<file path="src/rtl/imem_loader.sv">
// imem_loader: boot loader that streams a framed byte image into instruction
// memory and holds the core until the image is loaded and its checksum matches.
module imem_loader #(
  parameter int unsigned ADDR_W = 10
) (
  input  logic              clk,
  input  logic              n_rst,
  input  logic [7:0]        in_data,
  input  logic              in_valid,
  output logic              in_ready,
  input  logic              restart,
  output logic              imem_we,
  output logic [ADDR_W-1:0] imem_addr,
  output logic [31:0]       imem_wdata,
  output logic              core_hold,
  output logic              done,
  output logic              error,
  output logic [1:0]        err_code
);

  localparam int unsigned IDX_W = ADDR_W + 1;
  localparam int unsigned DEPTH = 32'(1) << ADDR_W;
  localparam logic [7:0]  SYNC  = 8'hA5;

  typedef enum logic [2:0] {
    S_IDLE, S_LEN_LO, S_LEN_HI, S_DATA, S_CSUM, S_DONE, S_ERROR
  } state_t;

  state_t             r_state, w_state_nx;
  logic [15:0]        r_len, w_len_nx;
  logic [IDX_W-1:0]   r_idx, w_idx_nx;
  logic [1:0]         r_bcnt, w_bcnt_nx;
  logic [7:0]         r_sum, w_sum_nx;
  logic [23:0]        r_word, w_word_nx;
  logic               r_we, w_we_nx;
  logic [ADDR_W-1:0]  r_addr, w_addr_nx;
  logic [31:0]        r_wdata, w_wdata_nx;
  logic               r_hold, w_hold_nx;
  logic               r_done, w_done_nx;
  logic               r_error, w_error_nx;
  logic [1:0]         r_err_code, w_err_code_nx;
  logic               r_in_ready, w_in_ready_nx;

  logic               w_acc;
  logic [15:0]        w_n;
  logic [IDX_W-1:0]   w_idx_inc;
  logic [31:0]        w_word_sh;

  // State and output registers; reset returns to IDLE with the core held.
  always_ff @(posedge clk or negedge n_rst) begin
    if (!n_rst) begin
      r_state    <= S_IDLE;
      r_len      <= '0;
      r_idx      <= '0;
      r_bcnt     <= '0;
      r_sum      <= '0;
      r_word     <= '0;
      r_we       <= 1'b0;
      r_addr     <= '0;
      r_wdata    <= '0;
      r_hold     <= 1'b1;
      r_done     <= 1'b0;
      r_error    <= 1'b0;
      r_err_code <= 2'b00;
      r_in_ready <= 1'b1;
    end else begin
      r_state    <= w_state_nx;
      r_len      <= w_len_nx;
      r_idx      <= w_idx_nx;
      r_bcnt     <= w_bcnt_nx;
      r_sum      <= w_sum_nx;
      r_word     <= w_word_nx;
      r_we       <= w_we_nx;
      r_addr     <= w_addr_nx;
      r_wdata    <= w_wdata_nx;
      r_hold     <= w_hold_nx;
      r_done     <= w_done_nx;
      r_error    <= w_error_nx;
      r_err_code <= w_err_code_nx;
      r_in_ready <= w_in_ready_nx;
    end
  end

  // Frame parser: next state, counters and registered output values.
  always_comb begin
    w_state_nx    = r_state;
    w_len_nx      = r_len;
    w_idx_nx      = r_idx;
    w_bcnt_nx     = r_bcnt;
    w_sum_nx      = r_sum;
    w_word_nx     = r_word;
    w_we_nx       = 1'b0;
    w_addr_nx     = r_addr;
    w_wdata_nx    = r_wdata;
    w_hold_nx     = r_hold;
    w_done_nx     = r_done;
    w_error_nx    = r_error;
    w_err_code_nx = r_err_code;
    w_acc         = in_valid & r_in_ready;
    w_n           = {in_data, r_len[7:0]};
    w_idx_inc     = r_idx + IDX_W'(1);
    w_word_sh     = {in_data, r_word};

    case (r_state)
      S_IDLE: begin
        if (w_acc && (in_data == SYNC)) w_state_nx = S_LEN_LO;
      end
      S_LEN_LO: begin
        if (w_acc) begin
          w_len_nx   = {8'h00, in_data};
          w_state_nx = S_LEN_HI;
        end
      end
      S_LEN_HI: begin
        if (w_acc) begin
          w_len_nx = w_n;
          if ((w_n == 16'd0) || (32'(w_n) > DEPTH)) begin
            w_state_nx    = S_ERROR;
            w_error_nx    = 1'b1;
            w_err_code_nx = 2'b01;
            w_hold_nx     = 1'b1;
          end else begin
            w_state_nx = S_DATA;
            w_idx_nx   = '0;
            w_bcnt_nx  = 2'd0;
            w_sum_nx   = 8'd0;
          end
        end
      end
      S_DATA: begin
        if (w_acc) begin
          w_sum_nx  = r_sum + in_data;
          w_word_nx = w_word_sh[31:8];
          w_bcnt_nx = r_bcnt + 2'd1;
          // Fourth byte completes a little-endian word
          if (r_bcnt == 2'd3) begin
            w_we_nx    = 1'b1;
            w_addr_nx  = r_idx[ADDR_W-1:0];
            w_wdata_nx = w_word_sh;
            w_idx_nx   = w_idx_inc;
            if (16'(w_idx_inc) == r_len) w_state_nx = S_CSUM;
          end
        end
      end
      S_CSUM: begin
        if (w_acc) begin
          if (in_data == r_sum) begin
            w_state_nx = S_DONE;
            w_done_nx  = 1'b1;
            w_hold_nx  = 1'b0;
          end else begin
            w_state_nx    = S_ERROR;
            w_error_nx    = 1'b1;
            w_err_code_nx = 2'b10;
            w_hold_nx     = 1'b1;
          end
        end
      end
      S_DONE, S_ERROR: begin
        if (restart) begin
          w_state_nx    = S_IDLE;
          w_done_nx     = 1'b0;
          w_error_nx    = 1'b0;
          w_err_code_nx = 2'b00;
          w_hold_nx     = 1'b1;
        end
      end
      default: w_state_nx = S_IDLE;
    endcase

    w_in_ready_nx = (w_state_nx != S_DONE) && (w_state_nx != S_ERROR);
  end

  assign in_ready   = r_in_ready;
  assign imem_we    = r_we;
  assign imem_addr  = r_addr;
  assign imem_wdata = r_wdata;
  assign core_hold  = r_hold;
  assign done       = r_done;
  assign error      = r_error;
  assign err_code   = r_err_code;

endmodule

</file>
<file path="config.mk">
export PLATFORM = sky130hd
export DESIGN_NAME = imem_loader
export DESIGN_NICKNAME = d
export VERILOG_FILES = /design/src/rtl/imem_loader.sv
export SDC_FILE = /design/constraint.sdc
export NUM_CORES = 1
export LEC_CHECK = 0
export BUFFER_PORTS_ARGS = -buffer_cell sky130_fd_sc_hd__buf_2
export CAP_MARGIN = 0
export CORE_AREA = 2 2 126 128
export CTS_CLUSTER_DIAMETER = 120
export CTS_CLUSTER_SIZE = 14
export DETAILED_ROUTE_END_ITERATION = 8
export DIE_AREA = 0 0 128 130
export RECOVER_POWER = 50
export SLEW_MARGIN = 20
export SYNTH_ARGS = -nofsm -noshare
export SYNTH_HDL_FRONTEND = slang
export SYNTH_SLANG_ARGS = --single-unit
</file>
<file path="constraint.sdc">
create_clock -name clk -period 3 [get_ports clk]
set_clock_uncertainty 0.2 [all_clocks]
set_input_delay 0.6 -clock clk [delete_from_list [all_inputs] [get_ports clk]]
set_output_delay 0.6 -clock clk [all_outputs]
set_load 0.02 [all_outputs]
</file>
==> qor.csv <==
metric;value;unit
status;completed;
leakagePower;2.99;nW
finalSetupTns;0;ns
crit_path_max_fanout;7;
cts_buffers;17;
grt_pass1_wl;20700;µm
maxCapViolations;0;
report.final.setup_viol;0;
async_reset_ff_share;100;%
yosysSeqAreaShare;53.6;%
grt_max_degree;70;
synth_xor_area_share;3.15;%
vdd_drop_max;431;µV
yosys-top-cells-area;dfrtp_1, mux2_2, nand2_1;
multi_input_area;2340;µm²
synth-compound-area-share;12.1;%
clk_pin_slew;0.05;ns
cts.path.max_buffers;2;
cts_sinks;113;
top_layer;met4;
finalHoldViolations;0;
design.core.area;15400;µm²
worstSetupPathType;reg2reg;
dieWidth;128;µm
syn_inst;499;
syn-cell-area;5290;µm²
cts_max_level;4;
synth.net_count;521;
synth-seq-cells;113;
clock_latency;0.42;ns
worstPathCellList;ha_1, and2_1, and4_1, o22ai_1, or4_4, nor4_1, o21ai_0;
route.vias.total;4000;
power.internal;4.06;mW
synth_top_area_share;52.6;%
cpMaxStageDelayCell;or4_4;
seq_power_share;39.8;%
ys_warn_count;0;
cp_data_required_time;3.07;ns
p_sw_share;35.4;%
muxShareOfSynthArea;9.38;%
place.gp.congestion;0.919;
syn_avg_cell_area;10.6;µm²
dieArea;16600;µm²
grtUsageTotal;15.9;%
wl_met2;6010;µm
cts_tree;yes;
core.rowCount;46;
port_buffers;60;
yosys.area.top_type;dfrtp_1;
synth_top_family_by_area;simple AND/OR/NAND/NOR gates;
finalMaxSlewViolations;0;
powerDensity;988;nW/µm²
finalCriticalPeriod;2.58;ns
tightest_slew;0.986;ns
seqCellArea;2830;µm²
dp_hpwl;8830;µm
critPathCaptureType;register;
ant_nets;0;
fin_cells;773;
layout.nets;590;
grt_pass1_vias;3992;
ys_top_cells_by_count;nand2_1, dfrtp_1, mux2_2;
die_height;130;µm
syn_to_final_growth;20.5;%
synthSimpleGateAreaFrac;17.1;%
start_util;34.3;%
crit_arrival;2.66;ns
drt-pass1-iter-count;4;
synth_most_common_cell;nand2_1;
ys.flop_type;dfrtp_1;
nFillCells;1503;
slew_headroom;34.3;%
placed_area;5840;µm²
comb_power_share;29.7;%
period_share;86.0;%
wl_met1;5900;µm
cts-root-buf;clkbuf_16;
rsz0062_at_grt;no;
met3RoutedLength;498;µm
vias_per_cell;5.17;
synth_edf_count;0;
drt-initial-drc-count;203;
fmaxAchievable;388;MHz
antenna_found_initial;0;
p_sw;2.23;mW
cts_setup_buffers;0;
worstHoldPathType;reg2reg;
start_kind;register;
slowest_delay;0.50;ns
route.detailed.drc;0;
ios;61;
ys_types;57;
layout-drive-gt1-share;23.1;%
dp.cells;740;
synthAdderAreaFrac;2.51;%
num_antenna_cells;0;
wl;12600;µm
design_area;6370;µm²
power_frac_clock;30.5;%
avgRoutedWirePerCell;16.4;µm
grt.overflow.total;0;
registers in the layout, summed over array words and instances (netlist names):
register	count
core_hold	1
r_sum	8
imem_addr	10
imem_we	1
in_ready	1
done	1
r_state	3
error	1
r_idx	11
r_bcnt	2
r_word	24
imem_wdata	32
r_len	16
err_code	2
routing by layer:
metal | vias up | GRT usage (%)
li1 | 1921 | -
met2 | 69 | 25.0
met3 | 21 | 4.39
met4 | 0 | 6.46
met5 | - | 0
met1 | 1989 | 21.0
layout make-up:
cell class	count	share of cell area [%]
Sequential cell	113	44.4
Multi-Input combinational cell	357	36.8
Clock buffer	18	6.89
Timing Repair Buffer	72	5.64
Tap cell	192	3.77
Clock inverter	14	2.10
Inverter	7	0.412
layout by cell type (no fill, tap or decap), drive strengths merged, types with 2 or more instances in the layout:
cell type / netlist / layout
a211oi: 3 / 3
a21o: 4 / 4
a21oi: 11 / 11
a22o: 13 / 13
a31oi: 2 / 2
a32oi: 2 / 2
and2: 4 / 4
and3: 3 / 3
and4: 4 / 4
buf: 8 / 44
clkbuf: 14 / 45
clkinv: 2 / 7
clkinvlp: 0 / 5
dfrtp: 111 / 111
dfstp: 2 / 2
ha: 9 / 9
inv: 5 / 8
mux2: 44 / 44
nand2: 115 / 115
nand3: 7 / 7
nand3b: 4 / 4
nand4: 3 / 3
nor2: 23 / 23
nor2b: 3 / 3
nor3: 5 / 5
nor3b: 4 / 4
nor4: 9 / 9
o21a: 5 / 5
o21ai: 26 / 26
o22ai: 2 / 2
o31ai: 14 / 14
or3: 2 / 2
or4: 4 / 4
xnor2: 12 / 12
xor2: 7 / 7
worst max-delay path, delay by kind of cell (launching register included):
kind / cells / cell delay, ns
AOI/OAI and AO/OA: 2 / 0.25
adders and majority gates: 1 / 0.30
DFF: 1 / 0.41
and+or+nand+nor: 4 / 1.28
path summary, 6_finish.rpt:
kind | startpoint | to | slack (ns) | cells after the start
hold / removal | r_word[3]$_DFFE_PN0P_ | imem_wdata[3]$_DFFE_PN0P_ | 0.27 | 2
setup reg to reg | r_idx[1]$_DFFE_PN0P_ | r_state[1]$_DFF_PN0_ | 0.42 | 7
min in group asynchronous | n_rst | imem_wdata[4]$_DFFE_PN0P_ | 0.38 | 2
max in group asynchronous | n_rst | imem_addr[0]$_DFFE_PN0P_ | 0.94 | 3
hold reg to reg | r_word[3]$_DFFE_PN0P_ | imem_wdata[3]$_DFFE_PN0P_ | 0.27 | 2
setup / recovery | r_idx[1]$_DFFE_PN0P_ | r_state[1]$_DFF_PN0_ | 0.42 | 7
repair_timing:
action                                 4_1_cts  5_1_grt
hold buffers                                 1        0
gates resized for setup                      0        0
setup endpoints to repair                    0        0
endpoints found under the hold margin        4        0
cells by family (layout without fill, tap and decap cells):
| logic type | count (synthesis) | in the layout |
|---|---|---|
| mux | 44 | 44 |
| xor+xnor | 19 | 19 |
| flops | 113 | 113 |
| fa+ha+maj | 10 | 10 |
| simple gates | 191 | 191 |
| compound gates | 93 | 93 |
| buf+inv | 29 | 111 |
metrics by stage:
stage	power [mW]	setup slack, ns	hold WS, ns	util [%]
4_1_cts	6.38	0.484	0.271	41.6
3_5_place_dp	4.43	0.268	0.219	37.8
5_1_grt	6.68	0.230	0.291	41.3
2_1_floorplan	3.80	0.601	0.104	-
3_3_place_gp	4.37	0.356	0.217	37.8
6_report	6.29	0.420	0.267	41.3
power groups by stage:
stage | Combinational (mW) | Clock (mW) | Sequential (mW)
floorplan | 1.12 | 0 | 2.68
global placement | 1.86 | 0 | 2.51
detailed placement | 1.90 | 0 | 2.52
CTS | 1.92 | 1.95 | 2.51
global route | 2.08 | 2.01 | 2.59
finish | 1.87 | 1.92 | 2.51
Note: power is estimated with default switching activity, not from simulation.
